File: src/rtl/serial2parallel_if.sv
// serial2parallel_if
//   Bundles the serial input stream, the parallel output handshake, the sticky
//   status flags and the bit counter of the serial2parallel deserializer.
//   Port summary:
//     serial_i, valid_i, last_i : serial bit stream from the upstream serializer
//     out_data_o, out_valid_o   : assembled word and its valid flag
//     out_ready_i               : consumer accepts the held word
//     frame_err_o, overflow_o   : sticky error flags
//     clear_i                   : synchronous clear of the sticky flags
//     bit_cnt_o                 : bits collected in the current word
//   Modports: master = stream source / consumer side, slave = deserializer.
interface serial2parallel_if #(
  parameter int WIDTH = 4
);
  localparam int CNT_W = $clog2(WIDTH);

  logic             serial_i;
  logic             valid_i;
  logic             last_i;
  logic [WIDTH-1:0] out_data_o;
  logic             out_valid_o;
  logic             out_ready_i;
  logic             frame_err_o;
  logic             overflow_o;
  logic             clear_i;
  logic [CNT_W-1:0] bit_cnt_o;

  modport master (
    output serial_i, valid_i, last_i, out_ready_i, clear_i,
    input  out_data_o, out_valid_o, frame_err_o, overflow_o, bit_cnt_o
  );

  modport slave (
    input  serial_i, valid_i, last_i, out_ready_i, clear_i,
    output out_data_o, out_valid_o, frame_err_o, overflow_o, bit_cnt_o
  );
endinterface

File: src/rtl/serial2parallel.sv
// serial2parallel
//   Reassembles WIDTH-bit words from an LSB-first serial stream and presents
//   each completed word on a single-entry valid/ready holding register.
//   Framing errors (missing or early last_i) and words dropped because the
//   holding register was still occupied are reported on sticky flags.
//   Ports:
//     clk      : rising-edge clock
//     reset_n  : asynchronous active-low reset
//     bus      : serial2parallel_if slave modport (stream in, word out, flags)
module serial2parallel #(
  parameter int WIDTH = 4
) (
  input  logic            clk,
  input  logic            reset_n,
  serial2parallel_if.slave bus
);
  localparam int CNT_W = $clog2(WIDTH);
  localparam logic [CNT_W-1:0] LAST_IDX = CNT_W'(WIDTH - 1);

  // Bit-collection phase, derived from the bit counter rather than stored.
  typedef enum logic {
    COLLECT,
    LAST_BIT
  } phase_t;

  phase_t           phase;

  // Only the first WIDTH-1 bits need storage; the final bit is taken
  // straight from serial_i when the word completes.
  logic [WIDTH-2:0] shreg_reg;
  logic [WIDTH-2:0] shreg_next;
  logic [CNT_W-1:0] bit_cnt_reg;
  logic [CNT_W-1:0] bit_cnt_next;
  logic [WIDTH-1:0] out_data_reg;
  logic [WIDTH-1:0] out_data_next;
  logic             out_valid_reg;
  logic             out_valid_next;
  logic             frame_err_reg;
  logic             frame_err_next;
  logic             overflow_reg;
  logic             overflow_next;

  logic             word_done;
  logic             early_last;
  logic             out_free;
  logic             frame_set;
  logic             overflow_set;
  logic [WIDTH-1:0] word;

  // Each storage bit captures serial_i only when the counter points at it.
  genvar gi;
  generate
    for (gi = 0; gi < WIDTH - 1; gi++) begin : g_shreg
      assign shreg_next[gi] = (bus.valid_i && (bit_cnt_reg == CNT_W'(gi)))
                              ? bus.serial_i : shreg_reg[gi];
    end
  endgenerate

  always_ff @(posedge clk or negedge reset_n) begin
    if (!reset_n) begin
      shreg_reg     <= '0;
      bit_cnt_reg   <= '0;
      out_data_reg  <= '0;
      out_valid_reg <= 1'b0;
      frame_err_reg <= 1'b0;
      overflow_reg  <= 1'b0;
    end else begin
      shreg_reg     <= shreg_next;
      bit_cnt_reg   <= bit_cnt_next;
      out_data_reg  <= out_data_next;
      out_valid_reg <= out_valid_next;
      frame_err_reg <= frame_err_next;
      overflow_reg  <= overflow_next;
    end
  end

  always_comb begin
    phase          = (bit_cnt_reg == LAST_IDX) ? LAST_BIT : COLLECT;
    word_done      = 1'b0;
    early_last     = 1'b0;
    word           = {bus.serial_i, shreg_reg};
    bit_cnt_next   = bit_cnt_reg;
    out_data_next  = out_data_reg;
    out_valid_next = out_valid_reg;

    // A held word leaving on this edge frees the register for a new one.
    out_free = !out_valid_reg || bus.out_ready_i;

    if (bus.valid_i) begin
      case (phase)
        LAST_BIT: begin
          word_done    = 1'b1;
          bit_cnt_next = '0;
        end
        default: begin
          if (bus.last_i) begin
            // Word ended short: drop the partial bits and restart.
            early_last   = 1'b1;
            bit_cnt_next = '0;
          end else begin
            bit_cnt_next = bit_cnt_reg + CNT_W'(1);
          end
        end
      endcase
    end

    if (word_done && out_free) begin
      out_data_next  = word;
      out_valid_next = 1'b1;
    end else if (out_valid_reg && bus.out_ready_i) begin
      out_valid_next = 1'b0;
    end

    frame_set    = (word_done && !bus.last_i) || early_last;
    overflow_set = word_done && !out_free;

    // Setting takes priority over a simultaneous clear.
    frame_err_next = frame_set    ? 1'b1 : (bus.clear_i ? 1'b0 : frame_err_reg);
    overflow_next  = overflow_set ? 1'b1 : (bus.clear_i ? 1'b0 : overflow_reg);
  end

  assign bus.out_data_o  = out_data_reg;
  assign bus.out_valid_o = out_valid_reg;
  assign bus.frame_err_o = frame_err_reg;
  assign bus.overflow_o  = overflow_reg;
  assign bus.bit_cnt_o   = bit_cnt_reg;
endmodule

File: src/flat_wrapper.sv
// flat-port wrapper written by rule: the top's interface ports become plain ports
module serial2parallel_flat 
#(
  parameter int WIDTH = 4
)
  (clk, reset_n, bus_serial_i, bus_valid_i, bus_last_i, bus_out_ready_i, bus_clear_i, bus_out_data_o, bus_out_valid_o, bus_frame_err_o, bus_overflow_o, bus_bit_cnt_o);
  serial2parallel_if #(.WIDTH(WIDTH)) bus_i ();
  input  logic clk;
  input  logic reset_n;
  input wire logic [$bits(bus_i.serial_i)-1:0] bus_serial_i;
  input wire logic [$bits(bus_i.valid_i)-1:0] bus_valid_i;
  input wire logic [$bits(bus_i.last_i)-1:0] bus_last_i;
  input wire logic [$bits(bus_i.out_ready_i)-1:0] bus_out_ready_i;
  input wire logic [$bits(bus_i.clear_i)-1:0] bus_clear_i;
  output wire logic [$bits(bus_i.out_data_o)-1:0] bus_out_data_o;
  output wire logic [$bits(bus_i.out_valid_o)-1:0] bus_out_valid_o;
  output wire logic [$bits(bus_i.frame_err_o)-1:0] bus_frame_err_o;
  output wire logic [$bits(bus_i.overflow_o)-1:0] bus_overflow_o;
  output wire logic [$bits(bus_i.bit_cnt_o)-1:0] bus_bit_cnt_o;
  assign bus_i.serial_i = bus_serial_i;
  assign bus_i.valid_i = bus_valid_i;
  assign bus_i.last_i = bus_last_i;
  assign bus_i.out_ready_i = bus_out_ready_i;
  assign bus_i.clear_i = bus_clear_i;
  assign bus_out_data_o = bus_i.out_data_o;
  assign bus_out_valid_o = bus_i.out_valid_o;
  assign bus_frame_err_o = bus_i.frame_err_o;
  assign bus_overflow_o = bus_i.overflow_o;
  assign bus_bit_cnt_o = bus_i.bit_cnt_o;
  serial2parallel #(.WIDTH(WIDTH)) u_core (.clk(clk), .reset_n(reset_n), .bus(bus_i));
endmodule
File: config.mk
export PLATFORM = sky130hd
export DESIGN_NAME = serial2parallel_flat
export DESIGN_NICKNAME = d
export VERILOG_FILES = /design/src/rtl/serial2parallel_if.sv /design/src/rtl/serial2parallel.sv /design/src/flat_wrapper.sv
export SDC_FILE = /design/constraint.sdc
export NUM_CORES = 1
export LEC_CHECK = 0
export CAP_MARGIN = 10
export CORE_AREA = 2 2 39 41
export CTS_CLUSTER_SIZE = 30
export DETAILED_ROUTE_END_ITERATION = 8
export DIE_AREA = 0 0 41 43
export GPL_TIMING_DRIVEN = 0
export MAX_ROUTING_LAYER = met4
export PLACE_DENSITY = 0.71
export SLEW_MARGIN = 0
export SYNTH_ARGS = -nofsm -noshare
export SYNTH_HDL_FRONTEND = slang
export SYNTH_SLANG_ARGS = --single-unit
File: constraint.sdc
create_clock -name clk -period 1.8 [get_ports clk]
set_input_delay 0.18 -clock clk [delete_from_list [all_inputs] [get_ports clk]]
set_output_delay 0.18 -clock clk [all_outputs]
set_load 0.1 [all_outputs]
==> results_dict.tcl, run 1 <==
set metrics [dict create \
    first_pass_iters 2 \
    rsz0062_at_grt "no" \
    cts_hold_buf 0 \
    path_class "reg -> out" \
    synth_area_um2 545.5 \
    worstPathArrival_ps 1520 \
    routed_wirelength_um 913 \
    drc_errors 0 \
    grt.overflow.total 0 \
    startpoint_type "register" \
    yosys.area.top_type "dfrtp_1" \
    numPortBuffers 14 \
    synthFlopType "dfrtp_1" \
    path_max_fanout 4 \
    fin_crit_sh_pct 94.20 \
    first_iter_violations 2 \
    cp_cell_sequence "dlygate4sd2_1" \
    area_delta_synth_final_pct 34.40 \
    ys_top_cells_by_area "dfrtp_1 (55%), mux2_2 (14%), ha_1 (9.2%)" \
    cts_root_buffer "clkbuf_4" \
    fin_skew_ps 2.729 \
    grt_pass1_vias 375 \
    cts_resized 9 \
    vias 382 \
    cts.path.max_buffers 2 \
    cts_buffers 3 \
    crit_required_ps 1620 \
    fin_area_um2 733.2 \
    start_util_pct 39.42 \
    ys_types 14 \
    min-delay-path-class "in -> reg" \
    die_area_um2 1763 \
    dp_hpwl_um 736.2 \
    detail_route.wl_per_cell_um 11.71 \
    htreeDepth 1 \
    viasPerCell 4.897 \
    cts_tree "built" \
    final_max_slew_viol_count 0 \
    status "complete, no violations" \
    power_mw 1.196 \
    postPlaceCellArea_um2 708.2 \
    async_flop_share_pct 100.0 \
    fin_tns_setup_ps 0 \
    n_antenna_cell 0 \
    grt_max_degree 13 \
    place.gp.congestion 0.7246 \
    layout-drive-gt1-share_pct 25.81 \
    yosys_register_bits 12 \
    nets 74 \
    crit_slowest_cell "dlygate4sd2_1" \
    crit_path_max_incr_delay_ps 860 \
    setup_violations 0 \
    period_needed_ps 1696 \
    boundaryPins 16 \
    grt_first_pass_wirelength_um 1587 \
    track_usage_pct 14.48 \
    yosysWarnings 0 \
    clock-sinks 12 \
    die_h_um 43 \
    grtUsageMet1_pct 14.73 \
    netlist_instances 44 \
    cts.reportedPaths.clkPinSlew_ps 70 \
    ir_drop_v 0.0008940 \
    hold_ws_ps 195.7 \
    worst_setup_path_end_kind "output pin" \
    die_w_um 41 \
    ys_seq_area_share_pct 55.05 \
    relSlewSlack_pct 36.87 \
    grtUsageMet2_pct 23.13 \
    cp_num_buf_inv 1 \
    drv_cap 0 \
    antenna_found_initial 0 \
    yosys-top-cells-count "dfrtp_1 (12), mux2_2 (7), nand2_1 (5), ha_1 (4), inv_1 (4)" \
    fmax_ghz 0.5897 \
    critPathTopFamily "buffers and inverters" \
    final_util_pct 52.98 \
    yosys.cell_count.top_type "dfrtp_1" \
    insertion_delay_ps 270 \
    largest_register_ffs 4 \
    avgSynthCellArea_um2 12.40 \
    rows 14 \
    coreArea_um2 1384 \
    dp_cells 74 \
    p_leak_nw 0.3787 \
    syn_nets 55 \
    synth_edf_count 0 \
    tightest_slew_ps 950.8 \
    finalNonFillerCells 78 \
    power_per_cell_area_nw_per_um2 1631 \
    synth.top_cell.area_share_pct 55.05 \
    ant_nets 0 \
    finalHoldViolCount 0 \
    post_cts_buffers 0 \
    post-place-ws_ps 118.2 \
    grt.busiest_layer "met2" \
    setup_ws_ps 104.3 \
    met3_usage_pct 4.712 \
]
==> cell usage in the layout, fill, tap and decap left out <==
master | Yosys | layout
ha_1 | 4 | 4
dfrtp_1 | 12 | 10
o22ai_1 | 1 | 1
clkdlybuf4s50_1 | 0 | 5
mux2_2 | 7 | 7
nand2b_1 | 1 | 1
nor2_1 | 1 | 1
clkbuf_4 | 0 | 3
clkbuf_8 | 0 | 1
dfrtp_2 | 0 | 2
nand2_4 | 1 | 1
nor2b_4 | 1 | 1
nand2_1 | 5 | 5
inv_1 | 4 | 4
xor2_1 | 1 | 1
buf_4 | 1 | 1
nand3_1 | 2 | 2
dlygate4sd2_1 | 0 | 9
o21ai_0 | 3 | 3
==> layer usage <==
layer / wire (um) / vias up
met1: 365 / 190
met3: 51 / 2
met5: 0 / -
met2: 474 / 11
li1: - / 179
met4: 21 / 0
==> power by group <==
group | total [mW] | leakage (nW) | switching [mW] | internal [mW]
registers | 0.390 | 0.149 | 0.0407 | 0.350
clock network | 0.211 | 0.0210 | 0.0883 | 0.123
logic | 0.594 | 0.208 | 0.467 | 0.128
==> cell families (layout without fill, tap and decap cells) <==
kind of cell / Yosys count / count (layout) / share of synthesized area, %
AOI/OAI and AO/OA: 4 / 4 / 3.899
muxes: 7 / 7 / 14.45
xor gates and xnor gates: 1 / 1 / 1.606
buffers and inverters: 5 / 23 / 4.128
adders and majority gates: 4 / 4 / 9.175
DFF: 12 / 12 / 55.05
and+or+nand+nor: 11 / 11 / 11.70
==> worst paths after layout <==
path,start,to,slack (ps),cells past startpoint
setup / recovery,u_core.bus.bit_cnt_o[1],bus_bit_cnt_o[1],100,1
hold / removal,bus_valid_i,u_core.bus.bit_cnt_o[0],200,2
setup reg to reg,u_core.bus.bit_cnt_o[1],u_core.bus.out_data_o[1],440,4
hold reg to reg,u_core.bus.out_data_o[3],u_core.bus.out_data_o[3],500,1
max in group asynchronous,reset_n,u_core.bus.bit_cnt_o[1],1160,1
min in group asynchronous,reset_n,u_core.bus.frame_err_o,260,1
==> area by class of cell <==
| cell class | instances | area (um2) |
|---|---|---|
| fillers | 122 | 650.6 |
| well taps | 16 | 20.02 |
| inverters | 4 | 15.01 |
| plain buffers | 1 | 7.507 |
| repair buffers | 14 | 128.9 |
| multi-input cells | 27 | 222.7 |
| clock buffers | 4 | 36.28 |
| flip-flops and latches | 12 | 302.8 |
Power figures use the tool's default switching activity.
==> run 2: changes to the inputs <==
--- a/config.mk
+++ b/config.mk
@@ -11,6 +11,7 @@
 export DETAILED_ROUTE_END_ITERATION = 8
 export DIE_AREA = 0 0 41 43
 export GPL_TIMING_DRIVEN = 0
+export HOLD_SLACK_MARGIN = 0.05
 export MAX_ROUTING_LAYER = met4
 export PLACE_DENSITY = 0.71
 export SLEW_MARGIN = 0
==> results of run 2 <==
No change in the layout: final DEF, timing and power equal those of run 1.
